--- config.mk ---
export PLATFORM = sky130hd
export DESIGN_NAME = div_unit
export DESIGN_NICKNAME = d
export VERILOG_FILES = /design/src/rtl/div_unit.sv
export SDC_FILE = /design/constraint.sdc
export NUM_CORES = 1
export LEC_CHECK = 0
export BUFFER_PORTS_ARGS = -buffer_cell sky130_fd_sc_hd__buf_2
export CORE_MARGIN = 1.5
export CORE_UTILIZATION = 45
export CTS_CLUSTER_SIZE = 8
export DETAILED_ROUTE_END_ITERATION = 8
export GPL_TIMING_DRIVEN = 0
export PLACE_DENSITY_LB_ADDON = 0.25
export SYNTH_ARGS = -nofsm -noshare
export SYNTH_HDL_FRONTEND = slang
export SYNTH_SLANG_ARGS = --single-unit
export TNS_END_PERCENT = 1
--- constraint.sdc ---
create_clock -name clk -period 5.1 [get_ports clk]
set_input_delay 0.255 -clock clk [delete_from_list [all_inputs] [get_ports clk]]
set_output_delay 0.255 -clock clk [all_outputs]
set_load 0.02 [all_outputs]
--- src/rtl/div_unit.sv ---
// Multi-cycle 32-bit integer divider for div/divu. It uses radix-2 restoring
// division on magnitudes, with sign fix-up applied when the result is presented.
module div_unit (
    input  logic        clk,
    input  logic        reset,
    input  logic        start,
    input  logic        signed_div,
    input  logic [31:0] a,
    input  logic [31:0] b,
    input  logic        cancel,
    output logic [63:0] result,
    output logic        ready,
    output logic        stall_req
);

    typedef enum logic [1:0] {IDLE, DIVZERO, BUSY, DONE} state_t;

    state_t      state;
    logic [5:0]  count;
    logic [31:0] divisor;
    logic [31:0] quo;
    logic [31:0] rem;
    logic        neg_q;
    logic        neg_r;
    logic [63:0] result_q;

    logic [31:0] a_mag;
    logic [31:0] b_mag;
    logic [32:0] partial;
    logic [32:0] diff;
    logic [31:0] fixed_q;
    logic [31:0] fixed_r;
    logic [63:0] final_res;

    assign a_mag = (signed_div && a[31]) ? -a : a;
    assign b_mag = (signed_div && b[31]) ? -b : b;

    // One restoring step: shift the next dividend bit into the remainder, then
    // subtract the divisor. A borrow in bit 32 means the step must not keep the difference.
    assign partial = {rem, quo[31]};
    assign diff    = partial - {1'b0, divisor};

    assign fixed_q   = neg_q ? -quo : quo;
    assign fixed_r   = neg_r ? -rem : rem;
    assign final_res = {fixed_r, fixed_q};

    // A cancel in the DONE cycle suppresses the pulse and keeps the old result visible.
    assign ready     = (state == DONE) && !cancel;
    assign result    = ready ? final_res : result_q;
    assign stall_req = start & ~ready & ~cancel;

    // NOTE: every register here is sequential state, so it uses non-blocking
    // assignments only. A blocking assignment would let later statements see
    // the new value in the same edge and would create simulation races.
    always_ff @(posedge clk or negedge reset) begin
        if (!reset) begin
            state    <= IDLE;
            count    <= 6'd0;
            divisor  <= 32'd0;
            quo      <= 32'd0;
            rem      <= 32'd0;
            neg_q    <= 1'b0;
            neg_r    <= 1'b0;
            result_q <= 64'h0;
        end else if (cancel) begin
            state <= IDLE;
            count <= 6'd0;
        end else begin
            case (state)
                IDLE: begin
                    if (start) begin
                        divisor <= b_mag;
                        quo     <= a_mag;
                        rem     <= 32'd0;
                        neg_q   <= signed_div & (a[31] ^ b[31]);
                        neg_r   <= signed_div & a[31];
                        count   <= 6'd0;
                        state   <= (b == 32'd0) ? DIVZERO : BUSY;
                    end
                end
                DIVZERO: begin
                    quo   <= 32'd0;
                    rem   <= 32'd0;
                    state <= DONE;
                end
                BUSY: begin
                    if (!diff[32]) begin
                        rem <= diff[31:0];
                        quo <= {quo[30:0], 1'b1};
                    end else begin
                        rem <= partial[31:0];
                        quo <= {quo[30:0], 1'b0};
                    end
                    count <= count + 6'd1;
                    if (count == 6'd31) begin
                        state <= DONE;
                    end
                end
                DONE: begin
                    result_q <= final_res;
                    count    <= 6'd0;
                    state    <= IDLE;
                end
                default: state <= IDLE;
            endcase
        end
    end

endmodule

==> impl_metrics.csv, run 1 <==
group,metric,value,unit
sta,timing.final.ws_setup,1129,ps
floorplanning,die_area,25290,um^2
pwr,leakage,5.873,nW
critical_path,cp.required,4850,ps
hold_path,hold_depth,3,
sta,fin_crit_sh,77.87,%
drt,met2WireLength,12940,um
drt,antenna_left,0,
cts,ctsResizeCount,0,
floorplanning,start_util,46.26,%
drt,dr.first_iter.drc_count,685,
global_route,antenna_found_initial,0,
final_layout,drive_gt1_share,12.86,%
critical_path,cp_cell_sequence,"nor3_1 > nand4_1 > or2_4 > or4_4 > or4_4 > o21ai_2 > nand2_1 > xnor2_1 > o21ai_1 > buf_2",
sta,max_freq,251.8,MHz
floorplanning,io_pins,135,
floorplanning,die_w,159.0,um
placement,place.port_buffers,133,
cts,htree_levels,4,
cts,clock_sinks,170,
final_layout,diodes,0,
logic_synthesis,synth-seq-cells,170,
final_layout,seqCellArea,4254,um^2
global_route,grt_first_pass_wirelength,48670,um
cts,post_cts_buffers,0,
cts,cts_tree,"done",
flow_run,max_cap_violations,0,
sta,finalSetupTns,0,ps
final_layout,stdcell_area,12670,um^2
global_route,grt_max_degree,114,
logic_synthesis,ys_top_cells_by_area,"dfrtp_1, o21ai_0, nand2_1",
cts,cts_buffers,17,
logic_synthesis,synth.distinct_cells,59,
critical_path,cpPeakStageDelay,500,ps
placement,gp_congestion,0.9198,
cts,holdBufCountCts,1,
final_layout,nNetsFinal,1568,
final_layout,multi_input_area,6237,um^2
drt,first_pass_iters,5,
drt,vias,9970,
cts,path_clk_slew,70,ps
logic_synthesis,async_reset_ff_share,100.0,%
drt,drc,0,
drt,vias_per_cell,5.573,
critical_path,critPathCaptureType,"primary output",
sta,relSlewSlack,47.77,%
sta,finalSetupViolCount,0,
sta,post-route-min-period,3971,ps
sta,skew,8.712,ps
logic_synthesis,netlist_instances,1303,
logic_synthesis,synth_warnings,0,
critical_path,critPathLaunchType,"flop",
pwr,p_per_area,673.7,nW/um^2
pwr,finalPower,8.535,mW
logic_synthesis,yosysTopAreaCellShare,38.83,%
placement,placed_cell_area,12060,um^2
drt,wire_per_inst,16.54,um
hold_path,hold_path_class,"input port to flop",
cts,clock_path_buffers,2,
placement,hpwlAfterDp,22960,um
critical_path,critPathKind,"flop to primary output",
floorplanning,rows,56,
critical_path,crit_fanout,6,
drt,wl_met3,1573,um
global_route,grt_pass1_vias,9372,
logic_synthesis,syn_area,10960,um^2
logic_synthesis,avgSynthCellArea,8.409,um^2
final_layout,n_fill_cell,2338,
drt,met1_length,14770,um
floorplanning,die_y,159.0,um
logic_synthesis,ys.flop_type,"dfrtp_1",
logic_synthesis,ys_top_cells_by_count,"nand2_1, o21ai_0, dfrtp_1, xor2_1, a21oi_1",
global_route,grt.total_usage,23.52,%
sta,rsz0062_at_grt,"no",
critical_path,reg2regPathDepth,12,
logic_synthesis,synth_most_common_cell,"nand2_1",
critical_path,cp_slowest_cell,"or4_4",
run_status,status,"finished clean",
critical_path,cpMostUsedCell,"or4_4",
drt,dr.max_layer_used,"met4",
global_route,grt_overflow,0,
logic_synthesis,synth.net_count,1414,
sta,slew_violations,0,
sta,tightest_slew,781.8,ps
pwr,ir_drop,0.0002476,V
sta,hold_violations,0,
logic_synthesis,synth_area_leader_cell,"dfrtp_1",
floorplanning,core-area,23680,um^2
final_layout,syn2layout_area_growth,15.63,%
logic_synthesis,synth-edff-count,0,
placement,dp_slack,1355,ps
critical_path,arrival,3720,ps
cts,clkLatencyLatePin,430,ps
drt,wirelength,29580,um
logic_synthesis,ys_seq_area_share,38.83,%
cts,clock-root-buffer,"clkbuf_16",
worst max-delay path, delay by kind of cell, from the launching register on:
kind / cells / cell delay (ps)
and+or+nand+nor: 6 / 2090
AOI/OAI and AO/OA: 2 / 390
buffers and inverters: 1 / 210
DFF: 1 / 470
xor gates and xnor gates: 1 / 130
sequential cells by signal, summed over array words and instances (netlist names):
signal    flops
divisor      32
rem          32
count         6
state         2
neg_q         1
result_q     64
quo          32
neg_r         1
worst paths after layout:
kind	endpoint	slack (ps)	startpoint
max	result[31]	1130	quo[2]
min	divisor[19]	130	b[19]
max reg2reg	rem[22]	1310	quo[31]
min reg2reg	divisor[5]	480	divisor[5]
max in group asynchronous	divisor[2]	3850	reset
min in group asynchronous	result_q[35]	330	reset
cell usage in the layout (no fill, tap or decap), types with 26 or more instances in the layout:
cell        n
inv_1      53
a22oi_1    26
ha_1       41
xor2_1     84
nor2_1     55
xnor2_1    65
o21ai_0   218
buf_2     132
a21oi_1    78
clkbuf_1   55
nand2_1   221
dfrtp_1   170
power by group:
group	leakage [nW]	total (mW)	switching, mW	internal, mW
logic	3.32	4.80	3.00	1.80
registers	2.26	2.40	0.537	1.87
clock network	0.295	1.33	0.580	0.748
total	5.87	8.54	4.12	4.42
logic make-up after synthesis:
group,after synthesis,synth area share (%)
AO/OA/AOI/OAI,418,22.37
XOR/XNOR,149,11.91
adder cells (fa/ha/maj),42,4.865
buffers and inverters,114,4.248
flip-flops,170,38.83
multiplexers,8,0.7423
AND/OR/NAND/NOR,402,17.04
area by class of cell:
cell class | instances | share of cell area [%]
multi-input combinational | 1019 | 49.23
sequential | 170 | 33.58
timing repair buffer | 135 | 5.629
clock buffer | 18 | 3.466
tap | 319 | 3.150
buffer | 60 | 2.074
inverter | 54 | 1.600
clock inverter | 14 | 1.274
layer usage:
| layer | global-route usage [%] | up-vias |
|---|---|---|
| met2 | 35.95 | 275 |
| met5 | 0 | - |
| met3 | 3.178 | 22 |
| met1 | 35.16 | 4760 |
| li1 | - | 4913 |
| met4 | 5.532 | 0 |
metrics by stage:
step / cells / hold slack (ps) / utilization, %
finish: 1789 / 130.0 / 53.50
global route: 1789 / 153.6 / 53.50
floorplan: 1303 / -40.59 / -
detailed placement: 1756 / 213.7 / 50.92
CTS: 1789 / 125.4 / 53.50
global placement: 1755 / 462.2 / 50.76
(Power assumes the default switching activity.)
==> run 2: changes to the inputs <==
==> constraint.sdc (replaced) <==
create_clock -name clk -period 3.35 [get_ports clk]
set_input_delay 0.1675 -clock clk [delete_from_list [all_inputs] [get_ports clk]]
set_output_delay 0.1675 -clock clk [all_outputs]
set_load 0.02 [all_outputs]
==> run 2 against run 1 <==
  * The flow now finishes with violations (setup timing)
  * Clock-buffer cell count did not move
  * Critical path type unchanged
  * Via count rose by 0.69%
  * Clock power rose by 53%
==> impl_metrics.csv, run 2 (same netlist as run 1, synthesis figures left out) <==
group,metric,value,unit
drt,dr.first_iter.drc_count,635,
floorplanning,die_y,159.0,um
final_layout,syn2layout_area_growth,17.83,%
cts,clkLatencyLatePin,430,ps
cts,clock-root-buffer,"clkbuf_16",
flow_run,max_cap_violations,0,
drt,wire_per_inst,16.66,um
drt,met1_length,14800,um
placement,gp_congestion,0.9198,
drt,drc,0,
critical_path,arrival,3470,ps
pwr,ir_drop,0.0004894,V
run_status,violations,"setup timing",
cts,htree_levels,4,
pwr,p_per_area,1052,nW/um^2
pwr,switching_share,47.94,%
cts,cts_tree,"done",
critical_path,critPathLaunchType,"flop",
sta,finalSetupTns,-2671,ps
drt,first_pass_iters,7,
sta,finalSetupViolCount,14,
floorplanning,core-area,23680,um^2
placement,dp_slack,-395.1,ps
critical_path,critPathKind,"flop to primary output",
critical_path,cp.required,3180,ps
global_route,grt_first_pass_wirelength,49050,um
final_layout,final_cell_mix,"nand2_1, o21ai_0, dfrtp_1",
sta,fin_crit_sh,108.5,%
final_layout,top_register,"result_q",
global_route,grt.total_usage,23.72,%
pwr,finalPower,13.58,mW
floorplanning,io_pins,135,
final_layout,largest_register_ffs,64,
cts,path_clk_slew,70,ps
hold_path,hold_path_class,"input port to flop",
placement,place.port_buffers,133,
final_layout,nNetsFinal,1579,
final_layout,drive_gt1_share,15.94,%
sta,timing.final.ws_setup,-283.7,ps
pwr,seq_power_share,27.0,%
drt,vias,10040,
drt,antenna_left,0,
sta,tightest_slew,781.7,ps
final_layout,diodes,0,
critical_path,critPathCaptureType,"primary output",
drt,wl_met3,1634,um
cts,clock_sinks,170,
global_route,grt_pass1_vias,9417,
pwr,p_comb_share,58.1,%
floorplanning,die_area,25290,um^2
sta,slew_violations,0,
placement,hpwlAfterDp,22960,um
drt,vias_per_cell,5.577,
run_status,status,"finished, violations left",
final_layout,mostFrequentLayoutCell,"nand2_1",
floorplanning,die_w,159.0,um
global_route,grt_max_degree,114,
sta,hold_violations,0,
pwr,p_clk_share,14.9,%
floorplanning,start_util,46.26,%
sta,skew,6.276,ps
pwr,intPower,7.068,mW
cts,clock_path_buffers,2,
drt,dr.max_layer_used,"met4",
sta,rsz0062_at_grt,"yes",
pwr,netSwitchingPower,6.508,mW
drt,met2WireLength,13160,um
final_layout,post-route-util,54.51,%
critical_path,crit_fanout,8,
floorplanning,rows,56,
sta,max_freq,275.2,MHz
sta,post-route-min-period,3634,ps
pwr,leakage,5.955,nW
cts,cts_buffers,17,
drt,wirelength,29990,um
global_route,antenna_found_initial,0,
sta,relSlewSlack,47.41,%
global_route,grt_overflow,0,
[run 2: cell types whose count changed in the layout (fill, tap and decap cells not counted), moves of 3 or more]
cell	before	now
o21ai_0	218	204
dfrtp_1	170	162
or4_4	2	5
or4_1	16	13
buf_2	132	128
o21ai_2	1	7
clkbuf_1	55	48
dfrtp_2	0	8
o21ai_1	6	14
buf_4	0	19
[run 2: stage by stage]
step	hold slack [ps]	instances	area (um^2)
5_1_grt	66.05	1800	12910
2_1_floorplan	-128.1	1303	10960
4_1_cts	37.85	1796	12800
6_report	41.33	1800	12910
3_3_place_gp	462.2	1755	12020
3_5_place_dp	126.2	1756	12060
[run 2: final timing paths]
path	startpoint	endpoint	slack [ps]	cells past startpoint
max in group asynchronous	reset	quo[7]	2180	3
min reg2reg	result_q[56]	result_q[56]	480	2
max	rem[7]	result[60]	-280	9
min in group asynchronous	reset	result_q[35]	250	2
min	b[19]	divisor[19]	40	3
max reg2reg	quo[31]	rem[22]	200	12
[run 2: layout make-up]
class | count | area (um^2)
fillers | 2300 | 10770
clock buffers | 18 | 439.2
flip-flops and latches | 170 | 4264
well taps | 319 | 399.1
multi-input cells | 1019 | 6350
inverters | 54 | 202.7
clock inverters | 14 | 161.4
repair buffers | 147 | 819.5
plain buffers | 59 | 274.0
[run 2: worst max-delay path, cell delays in order (launching register included)]
cell     delay [ps]
dfrtp_1         510
or4_4           510
nor4_4          270
nand3_2         130
or4_4           470
or4_1           520
o21ai_2         170
xor2_2          190
o21ai_1          90
buf_2           180
[run 2: repair_timing]
| item | 4_1_cts | 5_1_grt |
|---|---|---|
| cloned | 0 | 0 |
| resized for setup | 32 | 34 |
| setup buffers | 7 | 5 |
| pin swaps | 4 | 4 |
| hold buffers | 1 | 0 |
| endpoints found under the setup margin | 52 | 52 |
| endpoints found under the hold margin | 57 | 0 |
[run 2: power groups by stage]
| stage | Clock, mW | Sequential [mW] | Combinational, mW |
|---|---|---|---|
| 2_1_floorplan | 0 | 3.38 | 5.48 |
| 3_3_place_gp | 0 | 3.63 | 7.11 |
| 3_5_place_dp | 0 | 3.67 | 7.23 |
| 4_1_cts | 2.06 | 3.63 | 7.57 |
| 5_1_grt | 2.14 | 3.76 | 8.78 |
| 6_report | 2.03 | 3.66 | 7.88 |
[run 2: layer usage]
metal | global-route usage [%] | vias up
li1 | - | 4928
met1 | 35.34 | 4790
met2 | 36.18 | 286
met3 | 3.334 | 35
met4 | 5.832 | 0
met5 | 0 | -
==> run 3: changes to the inputs <==
--- a/config.mk
+++ b/config.mk
@@ -6,8 +6,10 @@
 export NUM_CORES = 1
 export LEC_CHECK = 0
 export BUFFER_PORTS_ARGS = -buffer_cell sky130_fd_sc_hd__buf_2
+export CELL_PAD_IN_SITES_DETAIL_PLACEMENT = 1
+export CELL_PAD_IN_SITES_GLOBAL_PLACEMENT = 2
 export CORE_MARGIN = 1.5
-export CORE_UTILIZATION = 45
+export CORE_UTILIZATION = 32
 export CTS_CLUSTER_SIZE = 8
 export DETAILED_ROUTE_END_ITERATION = 8
 export GPL_TIMING_DRIVEN = 0
==> run 3 against run 2 <==
  * The run still ends with setup timing left
  * Combinational power grew 4.7%
  * Fmax decreased by 0.33%
  * Global-route usage shrank 3.0 points
  * Clock skew is 6.0 ps higher
  * Via count down 1.3%
  * Sequential power is 2% higher
  * Design area rose by 2.4%
  * First-iteration DRC count is 42% lower
  * Clock power rose by 6%
  * Total power is 4.1% higher
  * Non-clock buffer count rose by 1
  * Highest routed layer unchanged
==> impl_metrics.csv, run 3 (same netlist as run 1, synthesis figures left out) <==
group,metric,value,unit
final_layout,nNetsFinal,1580,
sta,finalSetupTns,-2333,ps
critical_path,critical_path.top_delay_family,"simple AND/OR/NAND/NOR gates",
floorplanning,core-area,33620,um^2
critical_path,r2r-start,"quo[31]",
pwr,seq_power_share,26.3,%
final_layout,post-route-util,39.31,%
critical_path,crit_buf_inv,1,
drt,first_pass_iters,4,
final_layout,stdcell_area,13220,um^2
sta,timing.hold.ws,31.88,ps
placement,gp_congestion,0.8132,
critical_path,critPathCaptureType,"primary output",
final_layout,diodes,0,
drt,vias,9910,
cts,clkLatencyLatePin,440,ps
hold_path,hold_path_class,"input port to flop",
cts,clock_sinks,170,
sta,relSlewSlack,37.55,%
drt,dr.first_iter.drc_count,369,
final_layout,syn2layout_area_growth,20.61,%
critical_path,r2r-end,"rem[22]",
critical_path,reg2regPathDepth,12,
sta,max_freq,274.3,MHz
pwr,p_per_area,1069,nW/um^2
critical_path,critPathLaunchType,"flop",
pwr,p_comb_share,58.4,%
critical_path,crit_path_start,"quo[1]",
flow_run,max_cap_violations,0,
floorplanning,die_area,35360,um^2
critical_path,cp.required,3180,ps
pwr,netSwitchingPower,6.810,mW
drt,wirelength,35690,um
global_route,grt_pass1_vias,10290,
cts,cts_buffers,17,
sta,hold_violations,0,
critical_path,rrSetupSlack,190,ps
sta,tightest_slew,928.1,ps
pwr,ir_drop,0.0004610,V
global_route,antenna_found_initial,0,
critical_path,crit_cells,10,
placement,place.port_buffers,133,
critical_path,arrival,3480,ps
final_layout,top_register,"result_q",
placement,placed_cell_area,12220,um^2
pwr,switching_share,48.21,%
floorplanning,die_y,188.0,um
drt,wire_per_inst,18.49,um
global_route,grt_first_pass_wirelength,57680,um
pwr,intPower,7.316,mW
floorplanning,rows,67,
drt,antenna_left,0,
cts,clock_path_buffers,2,
floorplanning,die_w,188.0,um
floorplanning,start_util,32.59,%
sta,timing.final.ws_setup,-295.7,ps
sta,slew_violations,0,
final_layout,largest_register_ffs,64,
drt,drc,0,
critical_path,cpPeakStageDelay,530,ps
cts,cts_tree,"done",
pwr,p_clk_share,15.3,%
placement,dp_slack,-495.9,ps
drt,vias_per_cell,5.135,
critical_path,cp_slowest_cell,"or4_4",
final_layout,drive_gt1_share,16.94,%
placement,hpwlAfterDp,27820,um
cts,path_clk_slew,60,ps
sta,rsz0062_at_grt,"yes",
run_status,status,"finished, violations left",
sta,skew,12.29,ps
final_layout,multi_input_area,6446,um^2
final_layout,final_cell_mix,"nand2_1, o21ai_0, dfrtp_1",
pwr,leakage,5.984,nW
sta,finalSetupViolCount,13,
cts,clock-root-buffer,"clkbuf_16",
global_route,grt_max_degree,111,
pwr,finalPower,14.13,mW
critical_path,critPathKind,"flop to primary output",
final_layout,n_fill_cell,4007,
global_route,grt_overflow,0,
critical_path,crit_end,"result[31]",
critical_path,cp_cell_sequence,"nor3_4 > nand4_1 > or2_4 > or4_4 > or4_4 > o21ai_2 > nand2_2 > xnor2_2 > o21ai_2 > buf_6",
sta,post-route-min-period,3646,ps
cts,htree_levels,4,
global_route,grt.total_usage,20.70,%
floorplanning,io_pins,135,
critical_path,crit_fanout,5,
final_layout,stdcell_count,1930,
run_status,violations,"setup timing",
final_layout,mostFrequentLayoutCell,"nand2_1",
final_layout,seqCellArea,4268,um^2
placement,place_inst,1885,
sta,fin_crit_sh,108.8,%
-- run 3: cell types whose count changed in the layout (fill, tap and decap cells not counted), sizes merged --
cell and change:
clkinvlp +1, clkinv -1, inv -5, bufinv +2, buf +2, clkbuf +2
-- run 3: repair_timing --
item | 4_1_cts | 5_1_grt
resized for setup | 49 | 47
hold endpoints to repair | 60 | 0
hold buffers | 1 | 0
endpoints found under the setup margin | 58 | 54
setup buffers | 11 | 2
pin swaps | 10 | 4
-- run 3: power by group through the flow --
stage / registers (mW) / clock network, mW / logic [mW]
detailed placement: 3.72 / 0 / 7.54
floorplan: 3.38 / 0 / 5.48
global route: 3.84 / 2.30 / 9.24
global placement: 3.68 / 0 / 7.44
finish: 3.72 / 2.16 / 8.25
CTS: 3.68 / 2.21 / 8.02
-- run 3: tightest hold or removal path, delay by kind of cell --
family                    cells  cell delay, ps
AOI/OAI and AO/OA             1              60
buffers and inverters         1             100
xor gates and xnor gates      1             110
-- run 3: how the worst min path moves through the flow --
| stage | depth (start not counted) | startpoint | to |
|---|---|---|---|
| after global placement | 2 | divisor[3] | divisor[3] |
| after detailed placement | 1 | reset | result_q[35] |
| final | 3 | b[19] | divisor[19] |
| after global routing | 3 | b[10] | divisor[10] |
| after floorplan | 0 | reset | count[0] |
| after CTS | 3 | b[12] | divisor[12] |
-- run 3: per-layer routing --
layer | vias up | GRT usage, % | part of all wire (%) | wire length, um
met4 | 0 | 4.523 | 0.87 | 312
met1 | 4800 | 29.94 | 51 | 18320
met2 | 154 | 32.40 | 45 | 15900
li1 | 4932 | - | - | -
met5 | - | 0 | 0 | 0
met3 | 24 | 3.257 | 3.3 | 1170
-- run 3: layout make-up --
class                      count  share of cell area, %
timing repair buffer         148                  6.325
clock inverter                11                  1.269
multi-input combinational   1019                  48.78
inverter                      54                  1.534
clock buffer                  21                  3.484
buffer                        59                  2.073
tap                          448                  4.242
sequential                   170                  32.29
